[src/rtl/ssp_uart_cfg_seq.sv]
// ssp_uart_cfg_seq: queues register read/write commands and frames each one on the SSP_UART slave port, returning one response per command
module ssp_uart_cfg_seq #(
  parameter int CLK_DIV = 2,
  parameter int DEPTH   = 4
) (
  input  logic        Clk,
  input  logic        Rst,
  input  logic        Cmd_Vld,
  output logic        Cmd_Rdy,
  input  logic [2:0]  Cmd_RA,
  input  logic        Cmd_WnR,
  input  logic [11:0] Cmd_DI,
  output logic        SSP_SSEL,
  output logic        SSP_SCK,
  output logic [2:0]  SSP_RA,
  output logic        SSP_WnR,
  output logic        SSP_En,
  output logic        SSP_EOC,
  output logic [11:0] SSP_DI,
  input  logic [11:0] SSP_DO,
  output logic        Rsp_Vld,
  output logic [2:0]  Rsp_RA,
  output logic        Rsp_WnR,
  output logic [11:0] Rsp_DO,
  output logic        Busy
);
  localparam int BP = 2 * CLK_DIV;
  localparam int PW = (BP > 1) ? $clog2(BP) : 1;
  localparam int AW = $clog2(DEPTH);
  localparam logic [PW-1:0] PH_LAST = PW'(BP - 1);
  localparam logic [PW-1:0] PH_HI   = PW'(CLK_DIV);
  localparam logic [AW:0]   FULL    = (AW + 1)'(DEPTH);
  localparam logic [2:0] S_IDLE = 3'd0, S_SETUP = 3'd1, S_XFER = 3'd2, S_HOLD = 3'd3, S_GAP = 3'd4;
  logic [15:0]   r_mem [DEPTH];
  logic [AW-1:0] r_wp, r_rp;
  logic [AW:0]   r_cnt;
  logic          r_rdy;
  logic [2:0]    r_st;
  logic [PW-1:0] r_ph;
  logic [3:0]    r_bit;
  logic [2:0]    r_ra;
  logic          r_wnr;
  logic [11:0]   r_di, r_do;
  logic          w_push, w_pop, w_ph_end, w_x_end, w_sel;
  logic [AW:0]   w_cnt_nx;
  logic [2:0]    w_st_nx;
  always_comb begin
    w_push   = Cmd_Vld & r_rdy;
    w_pop    = (r_st == S_IDLE) & (r_cnt != '0);
    w_ph_end = r_ph == PH_LAST;
    w_x_end  = (r_st == S_XFER) & w_ph_end & (r_bit == 4'd11);
    w_cnt_nx = r_cnt + (AW + 1)'(w_push) - (AW + 1)'(w_pop);
    w_st_nx  = w_pop ? S_SETUP :
               ((r_st == S_SETUP) & w_ph_end) ? S_XFER :
               w_x_end ? S_HOLD :
               ((r_st == S_HOLD) & w_ph_end) ? S_GAP :
               ((r_st == S_GAP) & w_ph_end) ? S_IDLE : r_st;
  end
  always_ff @(posedge Clk)
    if (w_push) r_mem[r_wp] <= {Cmd_RA, Cmd_WnR, Cmd_DI};
  always_ff @(posedge Clk) begin
    if (Rst) begin
      r_wp  <= '0;
      r_rp  <= '0;
      r_cnt <= '0;
      r_rdy <= 1'b1;
      r_st  <= S_IDLE;
      r_ph  <= '0;
      r_bit <= '0;
      r_ra  <= '0;
      r_wnr <= 1'b0;
      r_di  <= '0;
      r_do  <= '0;
    end else begin
      if (w_push) r_wp <= r_wp + 1'b1;
      if (w_pop) begin
        r_rp <= r_rp + 1'b1;
        {r_ra, r_wnr, r_di} <= r_mem[r_rp];
      end
      r_cnt <= w_cnt_nx;
      // ready is derived from the post-update count so a full queue can never accept
      r_rdy <= w_cnt_nx != FULL;
      r_st  <= w_st_nx;
      r_ph  <= ((w_st_nx != r_st) || w_ph_end) ? '0 : r_ph + 1'b1;
      r_bit <= (w_st_nx != r_st) ? '0 : ((r_st == S_XFER) && w_ph_end) ? r_bit + 1'b1 : r_bit;
      if (w_x_end) r_do <= r_wnr ? '0 : SSP_DO;
    end
  end
  always_comb begin
    w_sel    = (r_st == S_SETUP) | (r_st == S_XFER) | (r_st == S_HOLD);
    Cmd_Rdy  = r_rdy;
    SSP_SSEL = w_sel;
    SSP_RA   = w_sel ? r_ra : 3'd0;
    SSP_WnR  = w_sel & r_wnr;
    SSP_DI   = w_sel ? r_di : 12'd0;
    SSP_En   = r_st == S_XFER;
    SSP_SCK  = SSP_En & (r_ph < PH_HI);
    SSP_EOC  = SSP_En & (r_bit == 4'd11);
    Rsp_Vld  = (r_st == S_GAP) & (r_ph == '0);
    Rsp_RA   = Rsp_Vld ? r_ra : 3'd0;
    Rsp_WnR  = Rsp_Vld & r_wnr;
    Rsp_DO   = Rsp_Vld ? r_do : 12'd0;
    Busy     = (r_st != S_IDLE) | (r_cnt != '0);
  end
endmodule

[config.mk]
export PLATFORM = sky130hd
export DESIGN_NAME = ssp_uart_cfg_seq
export DESIGN_NICKNAME = d
export VERILOG_FILES = /design/src/rtl/ssp_uart_cfg_seq.sv
export SDC_FILE = /design/constraint.sdc
export NUM_CORES = 1
export LEC_CHECK = 0
export ABC_AREA = 1
export CORE_MARGIN = 1
export CORE_UTILIZATION = 45
export DETAILED_ROUTE_END_ITERATION = 10
export PLACE_DENSITY = 0.71
export REMOVE_ABC_BUFFERS = 1
export SYNTH_ARGS = -nofsm -noshare
export SYNTH_HDL_FRONTEND = slang
export SYNTH_SLANG_ARGS = --single-unit
export TNS_END_PERCENT = 100
[constraint.sdc]
create_clock -name Clk -period 2 [get_ports Clk]
set_input_delay 0.4 -clock Clk [delete_from_list [all_inputs] [get_ports Clk]]
set_output_delay 0.4 -clock Clk [all_outputs]
set_load 0.01 [all_outputs]
* After elaboration in Yosys (flattened, before gate mapping) *
Memories as Yosys holds them, arrays and structs flattened. A register that Yosys moved wholly into a read port is not among the register bits.
Cells that the tools add are included.

storage, ports and cells
  register bits = 29
  bits in writable memories = 64
  bits of input ports = 31
  output and inout bits = 39
  word-level logic and storage cells = 59
  memories = 1

operators by class
  add/subtract/negate cells = 6
  $lt $le $gt $ge = 1
  equality and inequality tests = 8
  multiplexer cells = 12
  bitwise gates (word level) = 15
  reduce and logical (&&, ||, !) cells = 8

memory list
  name   words  width  read ports  clocked after memory_dff  write ports  RTL line  text
  r_mem  4      16     1           1                         1            34        logic [15:0] r_mem [DEPTH];

operator list
  operator               number
  $mux W12               3
  $mux W3                7
  $and A1 B1 Y1          12
  $add A2 B1 Y2 const B  3
  $eq A3 B2 Y1 const B   2
  $reduce_bool A3 Y1     2
  $add A4 B1 Y4 const B  1
  $eq A4 B4 Y1 const B   1
  $reduce_or A2 Y1       2
  $add A3 B1 Y3          1
  $eq A3 B1 Y1 const B   1
  $eq A3 B3 Y1 const B   1
  $logic_not A3 Y1       1
  $ne A3 B3 Y1           1
  $ne A3 B3 Y1 const B   1
  $or A1 B1 Y1           3
  $sub A3 B1 Y3          1
  $eq A2 B2 Y1 const B   1
  $logic_not A2 Y1       1
  $lt A2 B2 Y1 const B   1
  $mux W1                2
  $logic_and A1 B1 Y1    1
  $logic_or A1 B1 Y1     1

* Logic depth before layout (Yosys ltp) *
  depth after elaboration = 10
  gate-level depth with buffers = 12
  mapped depth without buffers = 11

* Worst setup path after synthesis *
OpenSTA, ideal clock, no wires.

  path kind = register -> register
  from = register r_cnt[1]
  to = register r_rdy, in the netlist Cmd_Rdy
  library setup time = 0.123 ns
  data arrival time = 1.901 ns
  required time = 1.877 ns
  slack = -0.024 ns
  cell stages (with the launch flop) = 13
  path through = dfxtp_1 nor2_1 nand2_1 inv_1 nor2_4 buf_4 ha_1 inv_1 ha_1 fa_1 xnor2_1 nor2_1 nand3_1

on the way
  word-level cells in the longest chain between the ends = 4

ends and longest elaborated chain
  what                    RTL line  text
  from (decl)             36        logic [AW:0] r_cnt;
  from (signal assigned)  80        r_cnt <= w_cnt_nx;
  $reduce_bool A3 Y1      49        w_pop = (r_st == S_IDLE) & (r_cnt != '0);
  $and A1 B1 Y1           49
  named net w_pop         44        logic w_push, w_pop, w_ph_end, w_x_end, w_sel;
  $sub A3 B1 Y3           52        w_cnt_nx = r_cnt + (AW + 1)'(w_push) - (AW + 1)'(w_pop);
  $ne A3 B3 Y1            82        r_rdy <= w_cnt_nx != FULL;
  to (signal assigned)    66        r_rdy <= 1'b1;
  to (signal assigned)    82
  to (decl)               37        logic r_rdy;

The timed path passes the listed nets, and every way through them passes these cells.
A chain may end at the register's enable or synchronous reset.

* Worst setup path in the final report *
  from = register r_st[0]
  to = output port SSP_WnR

on the way
  word-level cells in the longest chain between the ends = 4

ends and longest elaborated chain
  what                                          RTL line  text
  from (decl)                                   38        logic [2:0] r_st;
  from (signal assigned)                        83        r_st <= w_st_nx;
  $eq A3 B1 Y1 or $eq A3 B2 Y1 (tied branches)  90        w_sel = (r_st == S_SETUP) | (r_st == S_XFER) | (r_st == S_HOLD);
  $or A1 B1 Y1                                  90
  $or A1 B1 Y1 (*)                              90
  $and A1 B1 Y1 (*)                             94        SSP_WnR = w_sel & r_wnr;
  to (decl)                                     16        output logic SSP_WnR,

Mark *: on every way between the ends. The rest lies on a longest branch, timed or not.

==> out/results.tsv <==
metric	value	unit
dieArea	10400	sq um
routed_wl	9.62	mm
antenna_found_initial	0	
synth_common_cells	120 x nor2_1, 64 x edfxtp_1, 60 x inv_1, 50 x o21ai_0, 45 x dfxtp_1	
ios	70	
synth_most_common_cell	nor2_1	
diodes	0	
cts_made_buffers	9	
clock_path_buffers	2	
gr-total-overflow	0	
place_congestion	0.722	
drtPass1Iterations	4	
h-tree-depth	3	
crit_slowest_cell	dfxtp_2	
peakVddDrop	0.495	mV
maxCapViolCount	0	
p_per_area	1140	nW/um^2
setup_viol	0	
yosysTopAreaCell	edfxtp_1	
rsz0062_at_grt	yes	
yosys.cell_types.count	25	
holdBufCountCts	0	
drt-initial-drc-count	142	
die_y	102	um
min_path_type	flop to flop	
crit_chain	nor2_4 -> nor2_2 -> inv_2 -> buf_6 -> nor2_1 -> dlygate4sd2_1	
post-route-util	0.576	
synth_edf_count	64	
arrival	1.52	ns
seq_area_frac_synth	0.629	
portBuffers	69	
num_vias	3371	
tritoncts	yes	
detailed_place_hpwl	6.19	mm
wire_per_inst	13.9	um
netlist_area	4490	sq um
viasPerCell	4.86	
async_flop_share	0	
layout-drive-gt1-share	0.152	
grt_pass1_vias	3118	
cp_max_fo	5	
slowest_delay	0.35	ns
leakagePower	2.15	nW
start_util	0.461	
synth-seq-cells	109	
clk_pin_slew	0.10	ns
cts_sinks	109	
max_freq	0.520	GHz
final_hold_viol_count	0	
yosys_warnings	0	
relSlewSlack	0.772	
ant_nets	0	
synth.top_cell.area_share	0.428	
drv_slew	0	
clk_latency	0.37	ns
post-route-min-period	1.92	ns
finalCritPeriodShare	0.962	
outcome	finished, final reports clean	
worst_slew_pin_slew	0.339	ns
std_cell_rows	36	
timing.critical_path.from_type	flop	
skew	0.0101	ns
grt_max_degree	34	
drc	0	
cts_root_buf	clkbuf_8	
core_area	9730	sq um
syn_avg_cell_area	9.57	sq um
synth_ff_type	edfxtp_1	
fp.dieW	102	um
grt_usage	0.191	
area_growth	24.9	%
p_total	6.39	mW
cp.required	1.60	ns
finalNetCount	597	
grt_pass1_wl	14.9	mm
cp-end-kind	output port	
yosys-top-cells-area	edfxtp_1 43%, dfxtp_1 20%, nor2_1 10%, o21ai_0 5.6%, inv_1 5.0%	
syn_inst	469	
setup.worst_path.class	flop to output port	
==> stage by stage <==
step	setup WS [ns]	setup TNS [ns]	instance area (sq um)	std cells	hold WS (ns)
final	0.0762	0	5600	694	0.423
after CTS	0.000453	0	5650	692	0.419
after global placement	-0.203	-0.389	5470	675	0.433
after floorplan	0.0430	0	4400	450	0.417
after global routing	-0.0170	-0.0214	5600	694	0.433
after detailed placement	-0.279	-0.565	5470	675	0.435
==> final timing paths <==
path | cells after the start | endpoint | startpoint | slack, ns
setup / recovery | 6 | SSP_WnR | r_st[0]$_SDFF_PP0_ | 0.08
hold / removal | 1 | r_ph[0]$_SDFF_PP0_ | r_ph[0]$_SDFF_PP0_ | 0.42
setup reg to reg | 11 | Cmd_Rdy$_SDFF_PP1_ | r_cnt[1]$_SDFF_PP0_ | 0.10
hold reg to reg | 1 | r_ph[0]$_SDFF_PP0_ | r_ph[0]$_SDFF_PP0_ | 0.42
==> critical path, delay by kind of cell, from the launching register on <==
| family | cells | cell delay (ns) |
|---|---|---|
| buffers and inverters | 3 | 0.53 |
| DFF | 1 | 0.35 |
| and+or+nand+nor | 3 | 0.27 |
==> kinds of logic after synthesis <==
logic type	synth area share
AND/OR/NAND/NOR	0.160
flip-flops	0.629
AO/OA/AOI/OAI	0.100
buffers and inverters	0.0711
adder cells (fa/ha/maj)	0.0296
XOR/XNOR	0.00976
==> power by group <==
group	switching, mW	internal, mW	leakage, nW	total (mW)
registers	0.164	2.78	0.958	2.94
clock network	0.698	0.482	0.0800	1.18
logic	1.39	0.875	1.11	2.27
total	2.25	4.13	2.15	6.39
==> cells in the final DEF (no fill, tap or decap), types with 3 or more instances in the layout <==
cell type	count
a21oi_1	18
buf_12	4
buf_2	7
buf_4	19
clkbuf_2	15
clkbuf_8	10
clkdlybuf4s15_1	7
clkdlybuf4s50_1	31
dfxtp_1	38
dfxtp_2	7
dlygate4sd2_1	8
edfxtp_1	64
ha_1	9
inv_1	58
inv_2	4
nand2_1	33
nand2_2	3
nand3_1	16
nor2_1	115
nor2_2	5
nor2_4	3
o21ai_0	50
o22ai_1	16
xnor2_1	3
==> metal layers <==
layer  part of all wire  GRT usage
met3              0.052     0.0274
met1               0.45      0.242
met4             0.0098     0.0703
met5                  0          0
met2               0.49      0.335
==> registers in the layout, summed over array words and instances (netlist names) <==
register / cells
r_mem: 64
r_di: 12
r_do: 12
r_bit: 4
r_cnt: 3
r_ra: 3
r_st: 3
r_ph: 2
r_rp: 2
r_wp: 2
Cmd_Rdy: 1
r_wnr: 1
==> layout make-up <==
class | count | area (sq um)
Fill cell | 871 | 4130
Sequential cell | 109 | 2830
Multi-Input combinational cell | 279 | 1370
Timing Repair Buffer | 95 | 833
Inverter | 62 | 233
Tap cell | 133 | 166
Clock buffer | 12 | 145
Clock inverter | 4 | 23.8
==> repair_timing <==
action | 4_1_cts | 5_1_grt
gates resized for setup | 76 | 41
hold endpoints to repair | 0 | 0
endpoints found under the setup margin | 39 | 31
pin swaps | 1 | 3
setup buffers | 1 | 2
No activity file was read; power rests on OpenSTA's default activity.
